==> src/rtl/hazard_ctrl_pkg.sv <==
// Shared encodings for the pipeline hazard controller: forwarding selects,
// result-source codes, controller FSM states and performance-counter helpers.
package hazard_ctrl_pkg;

    localparam int CNT_W = 16;

    localparam logic [1:0] FWD_RF  = 2'b00;
    localparam logic [1:0] FWD_WB  = 2'b01;
    localparam logic [1:0] FWD_MEM = 2'b10;

    localparam logic [1:0] RES_LOAD = 2'b01;

    typedef enum logic [1:0] {
        ST_RUN      = 2'd0,
        ST_MDU_WAIT = 2'd1,
        ST_ABORT    = 2'd2
    } state_t;

    // Counters stick at all-ones rather than wrapping back to zero.
    function automatic logic [CNT_W-1:0] sat_inc(input logic [CNT_W-1:0] v,
                                                  input logic             en);
        if (en && (v != {CNT_W{1'b1}})) begin
            return v + 1'b1;
        end
        return v;
    endfunction

endpackage

==> src/rtl/fwd_sel.sv <==
// Operand forwarding select for one EX source register; MEM beats WB because
// it carries the younger write to the same register.
module fwd_sel
    import hazard_ctrl_pkg::*;
(
    input  logic [4:0] ex_rs,
    input  logic [4:0] mem_rd,
    input  logic       mem_regwrite,
    input  logic [4:0] wb_rd,
    input  logic       wb_regwrite,
    output logic [1:0] fwd
);

    always_comb begin
        fwd = FWD_RF;
        if (mem_regwrite && (mem_rd != 5'd0) && (mem_rd == ex_rs)) begin
            fwd = FWD_MEM;
        end else if (wb_regwrite && (wb_rd != 5'd0) && (wb_rd == ex_rs)) begin
            fwd = FWD_WB;
        end
    end

endmodule

==> src/rtl/hazard_ctrl.sv <==
// Pipeline hazard controller: forwarding, load-use stalls, redirect flushes and
// a multi-cycle MDU handshake with a watchdog that aborts a hung operation.
module hazard_ctrl
    import hazard_ctrl_pkg::*;
#(
    parameter int MDU_TIMEOUT = 64
) (
    input  logic             clk,
    input  logic             reset,
    input  logic [4:0]       id_rs1,
    input  logic [4:0]       id_rs2,
    input  logic [4:0]       ex_rs1,
    input  logic [4:0]       ex_rs2,
    input  logic [4:0]       ex_rd,
    input  logic [1:0]       ex_result_src,
    input  logic             ex_pc_src,
    input  logic             ex_mdu_op,
    input  logic [4:0]       mem_rd,
    input  logic [4:0]       wb_rd,
    input  logic             mem_regwrite,
    input  logic             wb_regwrite,
    input  logic             mdu_done,
    output logic             stall_f,
    output logic             stall_d,
    output logic             stall_e,
    output logic             flush_d,
    output logic             flush_e,
    output logic             flush_m,
    output logic [1:0]       fwd_a,
    output logic [1:0]       fwd_b,
    output logic             mdu_go,
    output logic             mdu_err,
    output logic [CNT_W-1:0] stall_cnt,
    output logic [CNT_W-1:0] flush_cnt
);

    localparam int              WD_W    = (MDU_TIMEOUT > 1) ? $clog2(MDU_TIMEOUT) : 1;
    localparam logic [WD_W-1:0] WD_LAST = WD_W'(MDU_TIMEOUT - 1);

    state_t            state_q, state_d;
    logic [WD_W-1:0]   wdog_q, wdog_d;
    logic              mdu_err_q, mdu_err_d;
    logic [CNT_W-1:0]  stall_cnt_q, stall_cnt_d;
    logic [CNT_W-1:0]  flush_cnt_q, flush_cnt_d;

    logic       stall_f_c, stall_d_c, stall_e_c;
    logic       flush_d_c, flush_e_c, flush_m_c, mdu_go_c;
    logic [1:0] fwd_a_c, fwd_b_c;
    logic       load_use;

    fwd_sel u_fwd_a (
        .ex_rs        (ex_rs1),
        .mem_rd       (mem_rd),
        .mem_regwrite (mem_regwrite),
        .wb_rd        (wb_rd),
        .wb_regwrite  (wb_regwrite),
        .fwd          (fwd_a_c)
    );

    fwd_sel u_fwd_b (
        .ex_rs        (ex_rs2),
        .mem_rd       (mem_rd),
        .mem_regwrite (mem_regwrite),
        .wb_rd        (wb_rd),
        .wb_regwrite  (wb_regwrite),
        .fwd          (fwd_b_c)
    );

    assign load_use = (ex_result_src == RES_LOAD) && (ex_rd != 5'd0) &&
                      ((ex_rd == id_rs1) || (ex_rd == id_rs2));

    // Priority in RUN: MDU start, then redirect, then load-use stall.
    always_comb begin
        stall_f_c = 1'b0;
        stall_d_c = 1'b0;
        stall_e_c = 1'b0;
        flush_d_c = 1'b0;
        flush_e_c = 1'b0;
        flush_m_c = 1'b0;
        mdu_go_c  = 1'b0;
        state_d   = state_q;
        wdog_d    = wdog_q;
        mdu_err_d = mdu_err_q;
        unique case (state_q)
            ST_RUN: begin
                if (ex_mdu_op) begin
                    mdu_go_c  = 1'b1;
                    stall_f_c = 1'b1;
                    stall_d_c = 1'b1;
                    stall_e_c = 1'b1;
                    flush_m_c = 1'b1;
                    wdog_d    = '0;
                    state_d   = ST_MDU_WAIT;
                end else if (ex_pc_src) begin
                    flush_d_c = 1'b1;
                    flush_e_c = 1'b1;
                end else if (load_use) begin
                    stall_f_c = 1'b1;
                    stall_d_c = 1'b1;
                    flush_e_c = 1'b1;
                end
            end
            ST_MDU_WAIT: begin
                if (mdu_done) begin
                    wdog_d  = '0;
                    state_d = ST_RUN;
                end else begin
                    stall_f_c = 1'b1;
                    stall_d_c = 1'b1;
                    stall_e_c = 1'b1;
                    flush_m_c = 1'b1;
                    if (wdog_q == WD_LAST) begin
                        wdog_d    = '0;
                        mdu_err_d = 1'b1;
                        state_d   = ST_ABORT;
                    end else begin
                        wdog_d = wdog_q + 1'b1;
                    end
                end
            end
            ST_ABORT: begin
                flush_e_c = 1'b1;
                state_d   = ST_RUN;
            end
            default: begin
                state_d = ST_RUN;
            end
        endcase
    end

    // Every combinational output is forced quiet while reset is held low.
    assign stall_f = reset & stall_f_c;
    assign stall_d = reset & stall_d_c;
    assign stall_e = reset & stall_e_c;
    assign flush_d = reset & flush_d_c;
    assign flush_e = reset & flush_e_c;
    assign flush_m = reset & flush_m_c;
    assign mdu_go  = reset & mdu_go_c;
    assign fwd_a   = reset ? fwd_a_c : FWD_RF;
    assign fwd_b   = reset ? fwd_b_c : FWD_RF;

    always_comb begin
        stall_cnt_d = sat_inc(stall_cnt_q, stall_f);
        flush_cnt_d = sat_inc(flush_cnt_q, flush_d);
    end

    always_ff @(posedge clk or negedge reset) begin
        if (!reset) begin
            state_q     <= ST_RUN;
            wdog_q      <= '0;
            mdu_err_q   <= 1'b0;
            stall_cnt_q <= '0;
            flush_cnt_q <= '0;
        end else begin
            state_q     <= state_d;
            wdog_q      <= wdog_d;
            mdu_err_q   <= mdu_err_d;
            stall_cnt_q <= stall_cnt_d;
            flush_cnt_q <= flush_cnt_d;
        end
    end

    assign mdu_err   = mdu_err_q;
    assign stall_cnt = stall_cnt_q;
    assign flush_cnt = flush_cnt_q;

endmodule

==> config.mk <==
export PLATFORM = sky130hd
export DESIGN_NAME = hazard_ctrl
export DESIGN_NICKNAME = d
export VERILOG_FILES = /design/src/rtl/hazard_ctrl_pkg.sv /design/src/rtl/fwd_sel.sv /design/src/rtl/hazard_ctrl.sv
export SDC_FILE = /design/constraint.sdc
export NUM_CORES = 1
export LEC_CHECK = 0
export ABC_AREA = 1
export BUFFER_PORTS_ARGS = -buffer_cell sky130_fd_sc_hd__buf_2
export CORE_UTILIZATION = 52
export DETAILED_ROUTE_END_ITERATION = 16
export PLACE_DENSITY = 0.8
export SLEW_MARGIN = 20
export SYNTH_ARGS = -nofsm -noshare
export SYNTH_HDL_FRONTEND = slang
export SYNTH_SLANG_ARGS = --single-unit
export TNS_END_PERCENT = 100
==> constraint.sdc <==
create_clock -name clk -period 2.5 [get_ports clk]
set_clock_uncertainty 0.2 [all_clocks]
set_input_delay 0.125 -clock clk [delete_from_list [all_inputs] [get_ports clk]]
set_output_delay 0.125 -clock clk [all_outputs]
set_load 0.005 [all_outputs]
Word-level counts from Yosys, hierarchy flattened --
Index checks and enable logic that the tools add are counted.
Cells by class: add/subtract/negate cells 3, multipliers 0, divide/modulo/power cells 0, magnitude comparators 0, equality and inequality tests 14, shifts and indexed selects 0, muxes and demuxes 32, bitwise operators 6, reductions and logical operators 19
Operators by type and width (count):
- $add A16 B1 Y16 const B | 2
- $mux W16 | 2
- $ne A16 B16 Y1 const B | 2
- $eq A5 B5 Y1 | 6
- $mux W6 | 3
- $mux W1 | 15
- $reduce_bool A5 Y1 | 3
- $mux W2 | 7
- $pmux W6 S2 | 1
- $logic_and A1 B1 Y1 | 10
- $add A6 B1 Y6 const B | 1
- $eq A6 B6 Y1 const B | 1
- $pmux W1 S2 | 3
- $and A1 B1 Y1 | 5
- $eq A2 B1 Y1 const B | 2
- $pmux W2 S2 | 1
- $reduce_and A2 Y1 | 2
- $ne A3 B3 Y1 const B | 1
- $reduce_and A3 Y1 | 1
- $eq A2 B2 Y1 const B | 1
- $logic_not A2 Y1 | 1
- $ne A2 B2 Y1 const B | 1
- $reduce_bool A2 Y1 | 1
- $logic_or A1 B1 Y1 | 1
- $not A1 Y1 | 1
Word-level totals: register bits after elaboration 41, latch bits 0, RAM bits 0, bits in read-only memories 0, bits of input ports 44, output and inout bits 44, word-level logic and storage cells 79, memories 0

Depth between registers and ports, before layout --
Gate-level depths: netlist of the first run.
word-level depth 10, depth in mapped cells 12

By module --
A second synthesis of the first run with hierarchy kept.
Second synthesis, totals: cell total of the unflattened synthesis 457, area, all modules 3031.7 µm²
By module, submodules not included:
- hazard_ctrl | times used 1, cells an instance 357, area each 2603.7 µm², sequential area each 1026.0 µm²
- fwd_sel | times used 2, cells an instance 50, area each 214.0 µm², sequential area each 0.0 µm²

Least setup slack after synthesis of the first run --
Ideal clock, no wire load.
path type reg-to-reg, start register stall_cnt_q[0] (netlist: stall_cnt[0]), end register stall_cnt_q[6] (netlist: stall_cnt[6]), setup time 117 ps, arrival 1506 ps, slack 677 ps, cell stages (with the launch flop) 8, path buffers 1, period minus slack after synthesis 1823 ps, cell sequence dfrtp_1 -> ha_1 -> nand3_2 -> nor3_4 -> nand4_4 -> buf_2 -> nand3_1 -> nand2_1
On the way: word-level cells in the longest chain between the ends 3, elaborated cells between the ends (all ways) 5
RTL lines:
- from (decl) | line hazard_ctrl.sv:43 | logic [CNT_W-1:0] stall_cnt_q, stall_cnt_d;
- from (signal assigned) | line hazard_ctrl.sv:158 | stall_cnt_q <= stall_cnt_d;
- parallel branches: the longest is 3 deep, another holds $add A16 B1 Y16
Parallel ways; which one is timed is not known. The select of a mux whose other input is x is not followed. A chain may end at the register's enable or synchronous reset.

Final worst setup path of the first run --
start input reset, end output stall_d
On the way: word-level cells in the longest chain between the ends 1
RTL lines:
- from (decl) | line hazard_ctrl.sv:9 | input logic reset,
- $and A1 B1 Y1 | line hazard_ctrl.sv:133 | assign stall_d = reset & stall_d_c;
- to (decl) | line hazard_ctrl.sv:24 | output logic stall_d,
No other way between the ends.

==> impl_metrics.tcl, run 1 <==
set metrics [dict create \
    outcome "finished, final reports clean" \
    tightestPinTransition_ns 0.599 \
    worst-path-max-fanout 20 \
    layout-area-overhead-vs-synth_pct 22.1 \
    tritoncts "done" \
    ctsRootBufferMaster "sky130_fd_sc_hd__clkbuf_8" \
    setup.worst_path.end_class "output port" \
    cp_data_arrival_time_ns 1.92 \
    placementRows 26 \
    io_pins 88 \
    crit_family "buffers and inverters" \
    timing.reg2reg.worst_path_depth 7 \
    synth.lib_cells_used.distinct 33 \
    drc_errors 0 \
    dp_worst_setup_slack_ns 0.432 \
    period_minus_slack_ns 2.24 \
    ctsLongestPathBuffers 2 \
    grt_pass1_vias 2459 \
    worstPathCellList "dlygate4sd3_1 > buf_2 > inv_1 > nor3_1 > nand3_1 > nand2_4 > buf_2" \
    drive_above_1_share 0.233 \
    grt_max_degree 30 \
    maxSlewViolCount 0 \
    clkLatencyLatePin_ns 0.30 \
    finalWirelength_mm 6.46 \
    finalWorstSetupSlack_ns 0.256 \
    place_hpwl_mm 5.09 \
    fin_crit_sh 0.898 \
    setup.worst_path.start_class "input port" \
    number_of_clock_sinks_seen_by_cts 41 \
    crit_required_ns 2.17 \
    global_route.overflow_total 0 \
    crit_buf_inv 4 \
    wl_per_cell_um 11.8 \
    max_stage_delay_ns 0.52 \
    slew_headroom 0.596 \
    syn_inst_count 385 \
    cts.clk_slew.worst_paths_ns 0.08 \
    utilization 0.667 \
    post-route-cell-area_um2 3450 \
    avg_vias_per_cell 5.10 \
    p_leak_nw 1.88 \
    initial_utilization 0.547 \
    worst_r2r_endpoint "stall_cnt[4]" \
    synth_fp_nets 432 \
    num-nets-final 523 \
    htree_num_levels 2 \
    place.gp.congestion 0.878 \
    postSynthRegisterBits 41 \
    die_area_um2 5740 \
    floorplan.die.width_um 75.7 \
    grt_setup_unrepaired "false" \
    drt_pre_antenna_iters 4 \
    r2r_start "stall_cnt[0]" \
    port_buffers 87 \
    critical_path.slowest_cell "sky130_fd_sc_hd__dlygate4sd3_1" \
    antenna_found_initial 0 \
    dpl_cell_area_um2 3310 \
    route.vias.total 2789 \
    max-vdd-ir-drop_mv 0.412 \
    design.core.area_um2 5170 \
    syn_area_um2 2830 \
    antenna-diode-count 0 \
    fmax_mhz 446 \
    synth.avg_cell_area_um2 7.34 \
    grt_first_pass_wirelength_mm 10.6 \
    first_iter_violations 140 \
    report.final.hold_viol_count 0 \
    synth-seq-area-share 0.363 \
    setup_viol 0 \
    die_h_um 75.7 \
    count_of_warnings_emitted_by_yosys 0 \
    p_per_area_nw_per_um2 534 \
    cap_violations 0 \
    design_power_total_mw 1.84 \
    worst-r2r-setup-slack_ns 0.38 \
    critical-path-top-cell-by-count "sky130_fd_sc_hd__buf_2" \
    min-delay-path-class "in2async" \
    timing_worst_setup_path_type "in2out" \
    grtUsageTotal 0.243 \
    setup_tns_ns 0 \
    ant_nets 0 \
    cts_inserted_buffers 5 \
]
## report_power, final
part           internal [mW]  switching [mW]  leakage (nW)
combinational          0.194           0.238          1.27
clock                  0.325           0.238        0.0574
sequential             0.741           0.108         0.553
## final cells by class
class                      count  area [um^2]
inverter                      49          184
fill                         444         1720
multi-input combinational    289         1570
clock inverter                 2         37.5
timing repair buffer          90          463
clock buffer                   6         82.6
sequential                    41         1030
tap                           70         87.6
## worst register-to-register path, cell delays in order, from the launching register on
cell and delay [ns]:
sky130_fd_sc_hd__dfrtp_1 0.46, sky130_fd_sc_hd__ha_1 0.27, sky130_fd_sc_hd__nand3_2 0.13, sky130_fd_sc_hd__nor3_4 0.27
sky130_fd_sc_hd__nand4_4 0.30, sky130_fd_sc_hd__nand2_4 0.28, sky130_fd_sc_hd__nand2_1 0.08, sky130_fd_sc_hd__nand2_1 0.06
## synth_stat cells, drive strengths merged
cell type,instances,share of area
a211oi,2,0.0053
a21oi,7,0.014
a22o,1,0.0031
a31oi,1,0.0022
and3,1,0.0022
buf,6,0.016
dfrtp,41,0.36
ha,3,0.013
inv,49,0.065
nand2,107,0.15
nand3,38,0.071
nand3b,2,0.0053
nand4,8,0.023
nor2,38,0.050
nor3,23,0.054
nor3b,2,0.0053
nor4,3,0.0066
o21ai,6,0.011
o22ai,1,0.0022
o41ai,1,0.0031
or2,2,0.0044
or3,1,0.0022
xnor2,17,0.053
xor2,25,0.077
## cell families (layout without fill, tap and decap cells)
logic type / Yosys count / count (layout) / share of synthesized area
AND/OR/NAND/NOR: 225 / 225 / 0.372
buffers and inverters: 55 / 147 / 0.0814
XOR/XNOR: 42 / 42 / 0.130
flip-flops: 41 / 41 / 0.363
AO/OA/AOI/OAI: 19 / 19 / 0.0403
adder cells (fa/ha/maj): 3 / 3 / 0.0133
## registers in the layout, indices dropped and copies added (netlist names)
register	count
stall_cnt	16
flush_cnt	16
wdog_q	6
state_q	2
mdu_err	1
## placed cells by master, fill, tap and decap left out, drive strengths merged, types with 3 or more instances in the layout
cell type | Yosys | routed
buf | 6 | 88
inv | 49 | 49
nand2 | 107 | 107
nand4 | 8 | 8
dfrtp | 41 | 41
nor4 | 3 | 3
o21ai | 6 | 6
nor3 | 23 | 23
xor2 | 25 | 25
nor2 | 38 | 38
nand3 | 38 | 38
ha | 3 | 3
xnor2 | 17 | 17
a21oi | 7 | 7
clkbuf | 0 | 6
## per-layer routing
layer	global-route usage	wire length, um
met1	0.303	2870
met2	0.406	3240
met3	0.0463	214
met4	0.113	138
met5	0	0
## how the worst max path moves through the flow
stage | from | end | slack (ns) | depth (start not counted)
floorplan | stall_cnt[0] | stall_cnt[6] | 0.68 | 7
global placement | stall_cnt[0] | stall_cnt[15] | 0.53 | 7
detailed placement | stall_cnt[0] | stall_cnt[11] | 0.43 | 7
CTS | reset | stall_d | 0.21 | 7
global route | reset | stall_d | 0.04 | 7
finish | reset | stall_d | 0.26 | 7
## per-stage QoR
step                      hold WS (ns)  instances
after floorplan                 -0.371        385
after global placement          -0.140        537
after detailed placement        -0.133        537
after CTS                       0.0577        547
after global routing             0.114        547
final                           0.0663        547
## timing repair
item / CTS / global route
hold endpoints to repair: 14 / 0
buffers inserted: 0 / 0
resized for setup: 0 / 0
hold buffers: 2 / 0
No activity file was read; power rests on OpenSTA's default activity.
==> inputs of run 2 (changes only) <==
--- a/config.mk
+++ b/config.mk
@@ -5,11 +5,10 @@
 export SDC_FILE = /design/constraint.sdc
 export NUM_CORES = 1
 export LEC_CHECK = 0
-export ABC_AREA = 1
 export BUFFER_PORTS_ARGS = -buffer_cell sky130_fd_sc_hd__buf_2
-export CORE_UTILIZATION = 52
+export CORE_UTILIZATION = 50
 export DETAILED_ROUTE_END_ITERATION = 16
-export PLACE_DENSITY = 0.8
+export PLACE_DENSITY = 0.79
 export SLEW_MARGIN = 20
 export SYNTH_ARGS = -nofsm -noshare
 export SYNTH_HDL_FRONTEND = slang
==> impl_metrics.tcl, run 2 <==
set metrics [dict create \
    multi_input_area_um2 1410 \
    ctsLongestPathBuffers 2 \
    number_of_clock_sinks_seen_by_cts 41 \
    clkLatencyLatePin_ns 0.29 \
    report.final.hold_viol_count 0 \
    layout.cells.most_common "sky130_fd_sc_hd__buf_2" \
    setup_viol 0 \
    share_of_the_synthesized_area_in_the_top_cell_type 0.412 \
    synth-edff-count 0 \
    tritoncts "done" \
    place.detailed.instances 400 \
    die_area_um2 5260 \
    worst-r2r-setup-slack_ns 0.29 \
    intPower_mw 1.22 \
    fmax_mhz 432 \
    antenna-diode-count 0 \
    layout-area-overhead-vs-synth_pct 26.0 \
    num-nets-final 390 \
    grt_max_degree 43 \
    htree_num_levels 2 \
    worst-path-max-fanout 8 \
    setup.worst_path.end_class "register" \
    cts_inserted_buffers 5 \
    yosys.area.top_type "sky130_fd_sc_hd__dfrtp_1" \
    synth_fp_nets 291 \
    layout.filler_cells 396 \
    synth.avg_cell_area_um2 10.2 \
    cts.clk_slew.worst_paths_ns 0.07 \
    drt_pre_antenna_iters 5 \
    layout.area.seq_um2 1030 \
    pwr-share-clk 0.238 \
    setup_tns_ns 0 \
    synth-seq-area-share 0.412 \
    crit_required_ns 2.51 \
    postSynth.topFlopCell "sky130_fd_sc_hd__dfrtp_1" \
    first_iter_violations 88 \
    max-vdd-ir-drop_mv 0.462 \
    timing_worst_setup_path_type "in2reg" \
    p_seq_frac 0.502 \
    port_buffers 87 \
    min-delay-path-class "in2async" \
    async_set_reset_flop_share_out_of_synthesis 1.00 \
    io_pins 88 \
    share_comb_of_total_power 0.260 \
    antenna_found_initial 0 \
    syn_inst_count 244 \
    grtUsageTotal 0.220 \
    place.gp.congestion 0.941 \
    finalWirelength_mm 5.31 \
    floorplan.die.width_um 72.5 \
    postSynthRegisterBits 41 \
    fin_crit_sh 0.925 \
    global_route.overflow_total 0 \
    synth_area_leaders "sky130_fd_sc_hd__dfrtp_1, sky130_fd_sc_hd__xor2_1, sky130_fd_sc_hd__xnor2_1" \
    grt_first_pass_wirelength_mm 8.96 \
    die_h_um 72.5 \
    period_minus_slack_ns 2.31 \
    crit_family "simple AND/OR/NAND/NOR gates" \
    ant_nets 0 \
    drive_above_1_share 0.356 \
    setup.worst_path.start_class "input port" \
    count_of_warnings_emitted_by_yosys 0 \
    cp_data_arrival_time_ns 2.33 \
    switchingPower_mw 0.579 \
    p_leak_nw 1.55 \
    synth.lib_cells_used.distinct 46 \
    worstPathCellList "dlygate4sd3_1 > buf_2 > or3b_4 > nor2_1 > and3b_1 > a21oi_4 > buf_4 > nor4_1 > xor2_1" \
    grt_pass1_vias 1993 \
    drc_errors 0 \
    avg_vias_per_cell 5.07 \
    grt_setup_unrepaired "false" \
    slew_headroom 0.655 \
    fin_cells 410 \
    tightestPinTransition_ns 0.517 \
    layout.cells.most_common_list "sky130_fd_sc_hd__buf_2, sky130_fd_sc_hd__dfrtp_1, sky130_fd_sc_hd__xor2_1, sky130_fd_sc_hd__xnor2_1, sky130_fd_sc_hd__nand2_1" \
    crit_buf_inv 3 \
    ctsRootBufferMaster "sky130_fd_sc_hd__clkbuf_8" \
    maxSlewViolCount 0 \
    p_per_area_nw_per_um2 573 \
    hold_ws_ns 0.0271 \
    syn_area_um2 2490 \
    initial_utilization 0.523 \
    outcome "finished, final reports clean" \
    cap_violations 0 \
    switching_share 0.322 \
    yosysMostFrequentCell "sky130_fd_sc_hd__dfrtp_1" \
    place_hpwl_mm 4.20 \
    synth_common_cells "sky130_fd_sc_hd__dfrtp_1, sky130_fd_sc_hd__xor2_1, sky130_fd_sc_hd__xnor2_1" \
    max_stage_delay_ns 0.55 \
    route.vias.total 2079 \
    critical_path.slowest_cell "sky130_fd_sc_hd__dlygate4sd3_1" \
    placementRows 25 \
    design.core.area_um2 4750 \
    wl_per_cell_um 13.0 \
]
==> run 2: cell types whose count changed in the layout (fill, tap and decap cells not counted), sizes merged, moves of 4 or more <==
cell / change
buf: +4
inv: -43
nand3: -24
and3: +5
nand2: -84
xor2: +6
nor4: +5
or4: +4
nor2: -20
xnor2: +10
nor3: -12
==> run 2: worst paths after layout <==
path                           endpoint  depth (start not counted)       start
min in group clk           flush_cnt[0]                          4   ex_pc_src
hold reg to reg                 mdu_err                          1     mdu_err
max in group asynchronous  flush_cnt[0]                          3       reset
setup / recovery           stall_cnt[8]                          9       reset
hold / removal             stall_cnt[2]                          2       reset
setup reg to reg           stall_cnt[8]                          7  state_q[0]
==> run 2: stage by stage <==
step / instance area [um^2] / setup WS, ns / util / total power [mW]
global placement: 3020 / 0.363 / 0.635 / 1.36
detailed placement: 3020 / 0.299 / 0.635 / 1.38
CTS: 3130 / 0.192 / 0.659 / 1.82
global route: 3130 / 0.0938 / 0.659 / 1.90
floorplan: 2490 / 0.170 / - / 1.15
finish: 3130 / 0.187 / 0.659 / 1.80
==> run 2: cell type report <==
class,instances,area share
inverter,6,0.00719
timing repair buffer,95,0.160
sequential,41,0.327
tap,67,0.0267
clock buffer,7,0.0275
multi-input combinational,194,0.451
==> run 2: layer usage <==
layer | share of wire | global-route usage | wire length (um) | vias to the layer above
met4 | 0.015 | 0.0828 | 79 | 0
met1 | 0.44 | 0.270 | 2320 | 980
met5 | 0 | 0 | 0 | -
li1 | - | - | - | 1045
met3 | 0.032 | 0.0389 | 169 | 11
met2 | 0.52 | 0.385 | 2740 | 43
==> run 2: power groups by stage <==
stage | logic [mW] | registers (mW) | clock network [mW]
finish | 0.468 | 0.901 | 0.428
global route | 0.518 | 0.916 | 0.469
CTS | 0.475 | 0.900 | 0.441
detailed placement | 0.470 | 0.911 | 0
global placement | 0.455 | 0.905 | 0
floorplan | 0.246 | 0.900 | 0
==> run 2: logic make-up (layout without fill, tap and decap cells) <==
family                   count (synthesis)  in the layout  share of synthesized area
AND/OR/NAND/NOR                        107            107                      0.264
XOR/XNOR                                58             58                      0.207
flip-flops                              41             41                      0.412
AO/OA/AOI/OAI                           22             22                     0.0639
buffers and inverters                    9            108                     0.0196
multiplexers                             4              4                     0.0176
adder cells (fa/ha/maj)                  3              3                     0.0151
==> run 2: what timing repair did <==
action,4_1_cts,5_1_grt
hold buffers,3,0
endpoints found under the hold margin,44,0
resized for setup,0,0
setup buffers,0,0
